==> config.mk <==
export PLATFORM = sky130hd
export DESIGN_NAME = wiggle_pattern_gen
export DESIGN_NICKNAME = d
export VERILOG_FILES = /design/src/rtl/wiggle_pkg.sv /design/src/rtl/wiggle_prescaler.sv /design/src/rtl/wiggle_pattern_gen.sv
export SDC_FILE = /design/constraint.sdc
export NUM_CORES = 1
export LEC_CHECK = 0
export BUFFER_PORTS_ARGS = -buffer_cell sky130_fd_sc_hd__buf_2
export CAP_MARGIN = 20
export CORE_MARGIN = 3
export CORE_UTILIZATION = 55
export DETAILED_ROUTE_END_ITERATION = 7
export PLACE_DENSITY = 0.78
export SYNTH_ARGS = -nofsm -noshare
export SYNTH_HDL_FRONTEND = slang
export SYNTH_HIERARCHICAL = 1
export SYNTH_SLANG_ARGS = --single-unit
export TNS_END_PERCENT = 100
==> constraint.sdc <==
create_clock -name osc -period 3.2 [get_ports osc]
set_input_delay 0.32 -clock osc [delete_from_list [all_inputs] [get_ports osc]]
set_output_delay 0.32 -clock osc [all_outputs]
set_load 0.01 [all_outputs]
==> src/rtl/wiggle_pkg.sv <==
// Shared encodings for the wiggle pattern generator: pattern modes and FSM states.
package wiggle_pkg;

  typedef enum logic [1:0] {
    MODE_BIN    = 2'd0,
    MODE_GRAY   = 2'd1,
    MODE_WALK   = 2'd2,
    MODE_TOGGLE = 2'd3
  } mode_e;

  typedef enum logic [1:0] {
    ST_IDLE = 2'd0,
    ST_LOAD = 2'd1,
    ST_RUN  = 2'd2
  } state_e;

endpackage

==> src/rtl/wiggle_prescaler.sv <==
// Step-rate prescaler: counts 0..div and flags the terminal count.
// While clr is high the count is held at zero so every run starts from a fresh period.
module wiggle_prescaler #(
  parameter int DIV_W = 24
) (
  input  logic             osc,
  input  logic             perstn,
  input  logic             clr,
  input  logic [DIV_W-1:0] div,
  output logic             tick
);

  logic [DIV_W-1:0] r_count;

  // Period counter: restarts at zero on clear or after reaching the divisor.
  always_ff @(posedge osc) begin
    if (!perstn) begin
      r_count <= '0;
    end else if (clr || (r_count == div)) begin
      r_count <= '0;
    end else begin
      r_count <= r_count + DIV_W'(1);
    end
  end

  assign tick = (r_count == div);

endmodule

==> src/rtl/wiggle_pattern_gen.sv <==
// GPIO wiggle pattern generator: configurable binary/gray/walking-one/toggle
// patterns stepped at a programmable rate, with step and wrap pulses.
module wiggle_pattern_gen
  import wiggle_pkg::*;
#(
  parameter int WIDTH = 32,
  parameter int DIV_W = 24
) (
  input  logic             osc,
  input  logic             perstn,
  input  logic             cfg_valid,
  output logic             cfg_ready,
  input  logic [1:0]       cfg_mode,
  input  logic [DIV_W-1:0] cfg_div,
  input  logic             enable,
  output logic [WIDTH-1:0] gpio_out,
  output logic             tick,
  output logic             wrap
);

  state_e           r_state;
  state_e           w_next_state;
  mode_e            r_mode;
  logic [DIV_W-1:0] r_div;
  logic [WIDTH-1:0] r_cnt;
  logic [WIDTH-1:0] r_gpio;
  logic [WIDTH-1:0] w_cnt_inc;
  logic [WIDTH-1:0] w_next_gpio;
  logic [WIDTH-1:0] w_init;
  logic             w_pre_tick;
  logic             w_run;
  logic             w_clr;
  logic             w_accept;

  // Starting pattern of each mode; the toggle pattern is 0101.. from bit 0 upward.
  function automatic logic [WIDTH-1:0] init_value(input mode_e m);
    logic [WIDTH-1:0] v;
    v = '0;
    case (m)
      MODE_WALK:   v = {{(WIDTH-1){1'b0}}, 1'b1};
      MODE_TOGGLE: for (int i = 0; i < WIDTH; i++) v[i] = ~i[0];
      default:     v = '0;
    endcase
    return v;
  endfunction

  assign w_run     = (r_state == ST_RUN);
  // Clearing when enable drops lets the final tick finish while the count still returns to zero.
  assign w_clr     = !w_run || !enable;
  // Held low during reset so no handshake can complete while perstn is asserted.
  assign cfg_ready = (r_state == ST_IDLE) && perstn;
  assign w_accept  = cfg_valid && cfg_ready;
  assign tick      = w_run && w_pre_tick;
  assign w_cnt_inc = r_cnt + WIDTH'(1);
  assign w_init    = init_value(r_mode);
  // Every mode is a permutation cycle, so "next equals start" marks the wrap step.
  assign wrap      = tick && (w_next_gpio == w_init);
  assign gpio_out  = r_gpio;

  wiggle_prescaler #(
    .DIV_W(DIV_W)
  ) u_prescaler (
    .osc    (osc),
    .perstn (perstn),
    .clr    (w_clr),
    .div    (r_div),
    .tick   (w_pre_tick)
  );

  // State register.
  always_ff @(posedge osc) begin
    if (!perstn) begin
      r_state <= ST_IDLE;
    end else begin
      r_state <= w_next_state;
    end
  end

  // Next-state logic: IDLE -> LOAD -> RUN, back to IDLE when enable drops.
  always_comb begin
    w_next_state = r_state;
    case (r_state)
      ST_IDLE: if (enable) w_next_state = ST_LOAD;
      ST_LOAD: w_next_state = ST_RUN;
      ST_RUN:  if (!enable) w_next_state = ST_IDLE;
      default: w_next_state = ST_IDLE;
    endcase
  end

  // Configuration capture, only in IDLE via the handshake.
  always_ff @(posedge osc) begin
    if (!perstn) begin
      r_mode <= MODE_BIN;
      r_div  <= '0;
    end else if (w_accept) begin
      r_mode <= mode_e'(cfg_mode);
      r_div  <= cfg_div;
    end
  end

  // Pattern value that the current step moves to.
  always_comb begin
    w_next_gpio = r_gpio;
    case (r_mode)
      MODE_BIN:    w_next_gpio = w_cnt_inc;
      MODE_GRAY:   w_next_gpio = w_cnt_inc ^ (w_cnt_inc >> 1);
      MODE_WALK:   w_next_gpio = {r_gpio[WIDTH-2:0], r_gpio[WIDTH-1]};
      MODE_TOGGLE: w_next_gpio = ~r_gpio;
      default:     w_next_gpio = r_gpio;
    endcase
  end

  // Pattern datapath: load the start value in LOAD, advance on each tick.
  always_ff @(posedge osc) begin
    if (!perstn) begin
      r_cnt  <= '0;
      r_gpio <= '0;
    end else if (r_state == ST_LOAD) begin
      r_cnt  <= '0;
      r_gpio <= w_init;
    end else if (tick) begin
      r_cnt  <= w_cnt_inc;
      r_gpio <= w_next_gpio;
    end
  end

endmodule

==> flow_summary_export.csv, run 1 <==
group,metric,value,unit
yosys,synth_area,7160,µm²
yosys,synth_flop_cell,"dfxtp_1",
worst_setup_path,crit_end,"wrap",
yosys,yosysMostFrequentCell,"nand2_1",
yosys,syn_nets,967,
sta,min_period,3840,ps
floorplan,row_count,41,
layout,post-route-util,71.6,%
detailed_routing,postRouteAntennaNets,0,
worst_setup_path,worstSetupStartpointType,"flop",
run_status,status,"finished with violations",
cts,clkLatencyLatePin,420,ps
yosys,synth.area.top_cells,"dfxtp_1, nand2_1, xnor2_1",
sta,final_hold_viol_count,0,
worst_setup_path,rr_startpoint,"u_prescaler/r_count[12]",
worst_setup_path,critPathRequiredTime,2880,ps
floorplan,fp.dieH,120,µm
worst_setup_path,startpoint,"r_cnt[12]",
floorplan,io_pins,65,
cts,cts.clk_slew.worst_paths,50,ps
floorplan,die-area,14400,µm²
sta,finalSetupViolCount,1,
worst_setup_path,crit_path_max_fanout,4,
cts,cts_num_sinks,116,
cts,cts_buffers,17,
floorplan,core_area,12700,µm²
sta,tns,-641,ps
power_and_ir_drop,p_per_area,410,nW/µm²
yosys,ys_warn_count,6,
power_and_ir_drop,leakagePower,0.00348,µW
global_route,grt_overflow,0,
job,drv_cap,0,
global_route,grt_util_all_layers,29.2,%
cts,cts_tree,"yes",
cts,clockBufferDepth,2,
yosys,yosysTopAreaCell,"dfxtp_1",
yosys,syn_avg_cell_area,7.66,µm²
cts,clockRootBuffer,"clkbuf_16",
sta,worst_pin_slew,1060,ps
layout,synthToLayoutAreaGrowth,26.6,%
global_route,grt_pass1_vias,6656,
worst_setup_path,worst_path_max_delay_cell,"or4b_4",
sta,finalCritPeriodShare,120,%
detailed_routing,drt_iter0_drc,905,
detailed_routing,routed_via_density,5.98,
yosys,ys_seq_elements,116,
sta,slew_viol_final,0,
worst_setup_path,arrival,3520,ps
detailed_routing,wl,21.2,mm
power_and_ir_drop,vdd_drop_max,0.347,mV
layout,stdcell_area,9070,µm²
placed_design,dpl.hpwl,15.2,mm
worst_setup_path,rr_worst_depth,12,
yosys,synth_edf_count,0,
worst_setup_path,endpoint_kind,"output pin",
yosys,syn_inst,935,
floorplan,start_util,56.5,%
yosys,ys_seq_area_share,32.4,%
yosys,synthDistinctLibCells,70,
detailed_routing,routedWlPerCell,17.0,µm
yosys,asyncSetResetFlopFracSynth,0,%
global_route,grt_max_degree,66,
sta,clock.fmax,0.260,GHz
worst_setup_path,timing.critical_path.mode_cell,"buf_4",
global_route,antenna_found_initial,0,
worst_setup_path,crit_chain,"nand4_4 -> buf_4 -> nor4_4 -> buf_4 -> mux2i_4 -> xor2_1 -> mux2i_2 -> nor4b_4 -> or4b_4 -> nor4_2 -> o2111a_1 -> buf_2",
sta,max_slew_margin,29.3,%
hold_path,holdPathStages,3,
worst_setup_path,r2r_slack,290,ps
sta,rsz0062_at_grt,"yes",
global_route,grt_pass1_wl,33.9,mm
placed_design,dp_slack,-116,ps
floorplan,dieWidth,120,µm
worst_setup_path,worstReg2RegEnd,"r_cnt[27]",
cts,cts_htree_levels,4,
layout,nets,1098,
placed_design,gp_congestion,0.969,
detailed_routing,first_pass_iters,5,
placed_design,io_buffers,64,
sta,clock_skew,9.47,ps
layout,drive_above_1_share,25.6,%
yosys,synth_top_area_share,32.4,%
sta,holdWs,140,ps
hold_path,hold_class,"in -> reg",
worst_setup_path,setup.worst_path.class,"reg -> out",
detailed_routing,drc,0,
detailed_routing,via_count,7471,
run_status,violations,"negative setup slack",
worst_setup_path,max_stage_delay,480,ps
layout,num_antenna_cells,0,
placed_design,placed_cell_area,8360,µm²
sta,layout_setup_ws,-641,ps
yosys,yosys-top-cells-count,"nand2_1, dfxtp_1, nor2_1",
metrics by stage:
stage | instances | total power, µW
global route | 1250 | 3830
detailed placement | 1218 | 1820
finish | 1250 | 3720
floorplan | 935 | 1710
global placement | 1218 | 1820
CTS | 1249 | 3720
routing by layer:
metal  share of wire [%]  wire length (µm)  vias up  track usage (%)
met5                   0                 0        -                0
met3                 9.4              1990       54             7.26
met4                 2.2               457        0             8.88
met1                  44              9400     3510             42.0
li1                    -                 -     3548                -
met2                  44              9370      359             43.1
logic make-up after synthesis:
family          Yosys count  share of synthesized area [%]
buf+inv                  85                           5.31
compound gates          204                           19.4
fa+ha+maj                 2                          0.349
xor+xnor                113                           13.8
mux                       7                          0.996
simple gates            408                           27.7
flops                   116                           32.4
worst min-delay path by stage:
stage	startpoint	endpoint	slack (ps)
floorplan	enable	r_state[0]	440
global placement	u_prescaler/r_count[0]	u_prescaler/r_count[0]	460
finish	cfg_mode[0]	r_mode[0]	140
detailed placement	r_div[10]	r_div[10]	470
CTS	cfg_mode[0]	r_mode[0]	140
global route	cfg_div[10]	r_div[10]	150
cells in the final DEF, fill, tap and decap left out, drive strengths merged, types with 3 or more instances in the layout:
master / netlist / layout
o22ai: 3 / 3
or4: 6 / 6
a31o: 5 / 5
clkinv: 0 / 4
a211oi: 8 / 8
and4: 4 / 4
mux2i: 6 / 6
xnor2: 60 / 60
nand3: 33 / 33
nor2b: 5 / 5
a22o: 10 / 10
o221a: 7 / 7
nor4: 21 / 21
nand4: 26 / 26
nand2b: 6 / 6
xor2: 53 / 53
nor3: 23 / 23
o211ai: 26 / 26
buf: 26 / 184
a21oi: 38 / 38
or3: 10 / 10
nor2: 97 / 97
a22oi: 5 / 5
dfxtp: 116 / 116
bufinv: 0 / 3
a21boi: 29 / 29
o21ai: 51 / 51
o31ai: 3 / 3
clkbuf: 46 / 22
and3: 9 / 9
and2: 8 / 8
inv: 13 / 13
nand2: 150 / 150
cell type report:
| class | count | area [µm²] |
|---|---|---|
| multi-input cells | 734 | 4620 |
| flip-flops and latches | 116 | 2340 |
| well taps | 172 | 215 |
| clock buffers | 22 | 464 |
| fillers | 954 | 3600 |
| repair buffers | 184 | 1260 |
| inverters | 13 | 48.8 |
| clock inverters | 9 | 129 |
sequential cells by signal, summed over array words and instances, names as in the netlist:
name / flops
gpio_out: 32
r_cnt: 32
r_div: 24
r_mode: 2
r_state: 2
u_prescaler/r_count: 24
timing repair:
item | CTS | global route
resized for setup | 7 | 20
pin swaps | 1 | 5
hold buffers | 0 | 0
buffers inserted | 0 | 1
setup endpoints to repair | 1 | 1
critical path, delay by kind of cell, from the launching register on:
kind | cells | cell delay (ps)
buf+inv | 3 | 490
xor+xnor | 1 | 220
flops | 1 | 350
compound gates | 1 | 200
mux | 2 | 380
simple gates | 5 | 1450
power breakdown:
part           total, µW  internal (µW)  switching [µW]
sequential          1520           1480            40.2
clock               1910           1250             659
combinational        286            114             173
(Power assumes the default switching activity.)
==> inputs of run 2 (changes only) <==
--- a/config.mk
+++ b/config.mk
@@ -7,6 +7,7 @@
 export LEC_CHECK = 0
 export BUFFER_PORTS_ARGS = -buffer_cell sky130_fd_sc_hd__buf_2
 export CAP_MARGIN = 20
+export CORE_ASPECT_RATIO = 1.5
 export CORE_MARGIN = 3
 export CORE_UTILIZATION = 55
 export DETAILED_ROUTE_END_ITERATION = 7
==> flow_summary_export.csv, run 2 (synthesis gave the netlist of run 1 again) <==
group,metric,value,unit
run_status,status,"finished with violations",
run_status,violations,"negative setup slack",
floorplan,start_util,56.7,%
sta,finalSetupViolCount,1,
cts,cts-hold-fix-buffers,0,
layout,seq_area,2340,µm²
sta,max_slew_margin,30.5,%
detailed_routing,routedWlPerCell,18.3,µm
layout,num_antenna_cells,0,
sta,layout_setup_ws,-666,ps
global_route,grt_overflow,0,
layout,n_fill_cell,910,
cts,cts_tree,"yes",
sta,tns,-666,ps
sta,worst_pin_slew,1040,ps
layout,stdcell_area,9350,µm²
worst_setup_path,max_stage_delay,650,ps
worst_setup_path,worstReg2RegEnd,"r_cnt[27]",
power_and_ir_drop,p_per_area,408,nW/µm²
hold_path,hold_class,"in -> reg",
global_route,grt_pass1_wl,36.6,mm
worst_setup_path,crit_chain,"buf_6 -> nand4_4 -> or4_4 -> buf_4 -> nor3_2 -> o21ai_1 -> xnor2_1 -> a21oi_1 -> or4_2 -> nor4_1 -> o2111a_1 -> buf_2",
worst_setup_path,critPathRequiredTime,2880,ps
worst_setup_path,setup.worst_path.class,"reg -> out",
detailed_routing,via_count,7727,
layout,drive_above_1_share,28.9,%
worst_setup_path,arrival,3550,ps
floorplan,io_pins,65,
layout,mostFrequentLayoutCells,"nand2_1, buf_4, dfxtp_1",
cts,cts.clk_slew.worst_paths,60,ps
layout,multi_input_area,4650,µm²
global_route,antenna_found_initial,0,
detailed_routing,postRouteAntennaNets,0,
sta,rsz0062_at_grt,"yes",
sta,min_period,3870,ps
global_route,grt_util_all_layers,31.5,%
floorplan,row_count,50,
placed_design,io_buffers,64,
cts,cts_htree_levels,4,
worst_setup_path,r2r_slack,500,ps
placed_design,dp_slack,-324,ps
job,drv_cap,0,
detailed_routing,wl,23.2,mm
layout,layoutNonFillerInstCount,1268,
floorplan,core_area,12600,µm²
sta,clock_skew,8.75,ps
power_and_ir_drop,total_power,3820,µW
placed_design,numPlacedInstances,1230,
worst_setup_path,worstSetupStartpointType,"flop",
hold_path,holdPathStages,2,
global_route,grt_pass1_vias,7439,
floorplan,dieWidth,99.2,µm
worst_setup_path,rr_startpoint,"u_prescaler/r_count[18]",
worst_setup_path,rr_worst_depth,12,
layout,synthToLayoutAreaGrowth,30.6,%
sta,final_hold_viol_count,0,
sta,slew_viol_final,0,
placed_design,placed_cell_area,8520,µm²
placed_design,gp_congestion,0.947,
cts,cts_buffers,17,
power_and_ir_drop,vdd_drop_max,0.228,mV
floorplan,die-area,14500,µm²
layout,nets,1131,
cts,clockBufferDepth,2,
cts,cts_num_sinks,116,
worst_setup_path,crit_path_max_fanout,4,
sta,finalCritPeriodShare,121,%
cts,clockRootBuffer,"clkbuf_16",
hold_path,hold_end,"r_state[0]",
floorplan,fp.dieH,146,µm
detailed_routing,routed_via_density,6.09,
sta,clock.fmax,0.259,GHz
global_route,grt_max_degree,42,
worst_setup_path,endpoint_kind,"output pin",
power_and_ir_drop,leakagePower,0.00367,µW
worst_setup_path,worst_path_max_delay_cell,"or4_2",
cts,clkLatencyLatePin,420,ps
hold_path,hp-start,"enable",
placed_design,dpl.hpwl,16.1,mm
detailed_routing,drt_iter0_drc,545,
detailed_routing,drc,0,
detailed_routing,first_pass_iters,5,
-- run 2: per-layer routing --
layer	up-vias	track usage, %	share of wire (%)
met5	-	0	0
met4	0	20.6	7.8
met3	146	4.84	4.9
met2	336	56.2	51
met1	3630	33.7	37
li1	3615	-	-
-- run 2: final cells by class --
class / instances / share of cell area [%]
Sequential cell: 116 / 25.1
Multi-Input combinational cell: 734 / 49.8
Inverter: 13 / 0.522
Timing Repair Buffer: 217 / 16.0
Clock inverter: 13 / 1.83
Clock buffer: 19 / 4.74
Tap cell: 156 / 2.09
-- run 2: report_power, final --
group          switching (µW)  total, µW  internal, µW
Combinational             181        299           118
Clock                     742       2000          1250
Sequential               42.7       1520          1480
Total                     966       3820          2850
-- run 2: how the worst max path moves through the flow --
stage | from | end | slack, ps
2_1_floorplan | r_mode[0] | wrap | 20
3_3_place_gp | u_prescaler/r_count[19] | wrap | -240
3_5_place_dp | u_prescaler/r_count[6] | wrap | -320
4_1_cts | r_cnt[1] | wrap | -610
5_1_grt | r_cnt[0] | wrap | -740
6_report | r_cnt[0] | wrap | -670
-- run 2: critical path: cells and delay by family, from the launching register on --
kind                   cells  cell delay (ps)
AO/OA/AOI/OAI              3              510
XOR/XNOR                   1              210
buffers and inverters      3              420
flip-flops                 1              370
AND/OR/NAND/NOR            5             1630
-- run 2: metrics by stage --
| stage | hold WS, ps | utilization (%) |
|---|---|---|
| detailed placement | 473 | 67.4 |
| finish | 141 | 74.0 |
| CTS | 135 | 73.3 |
| global route | 136 | 74.0 |
| floorplan | 442 | - |
| global placement | 466 | 67.4 |
-- run 2: repair_timing --
action                                  CTS  global route
endpoints found under the setup margin    1             1
resized for setup                        29            14
setup buffers                             3             2
pin swaps                                 7             9
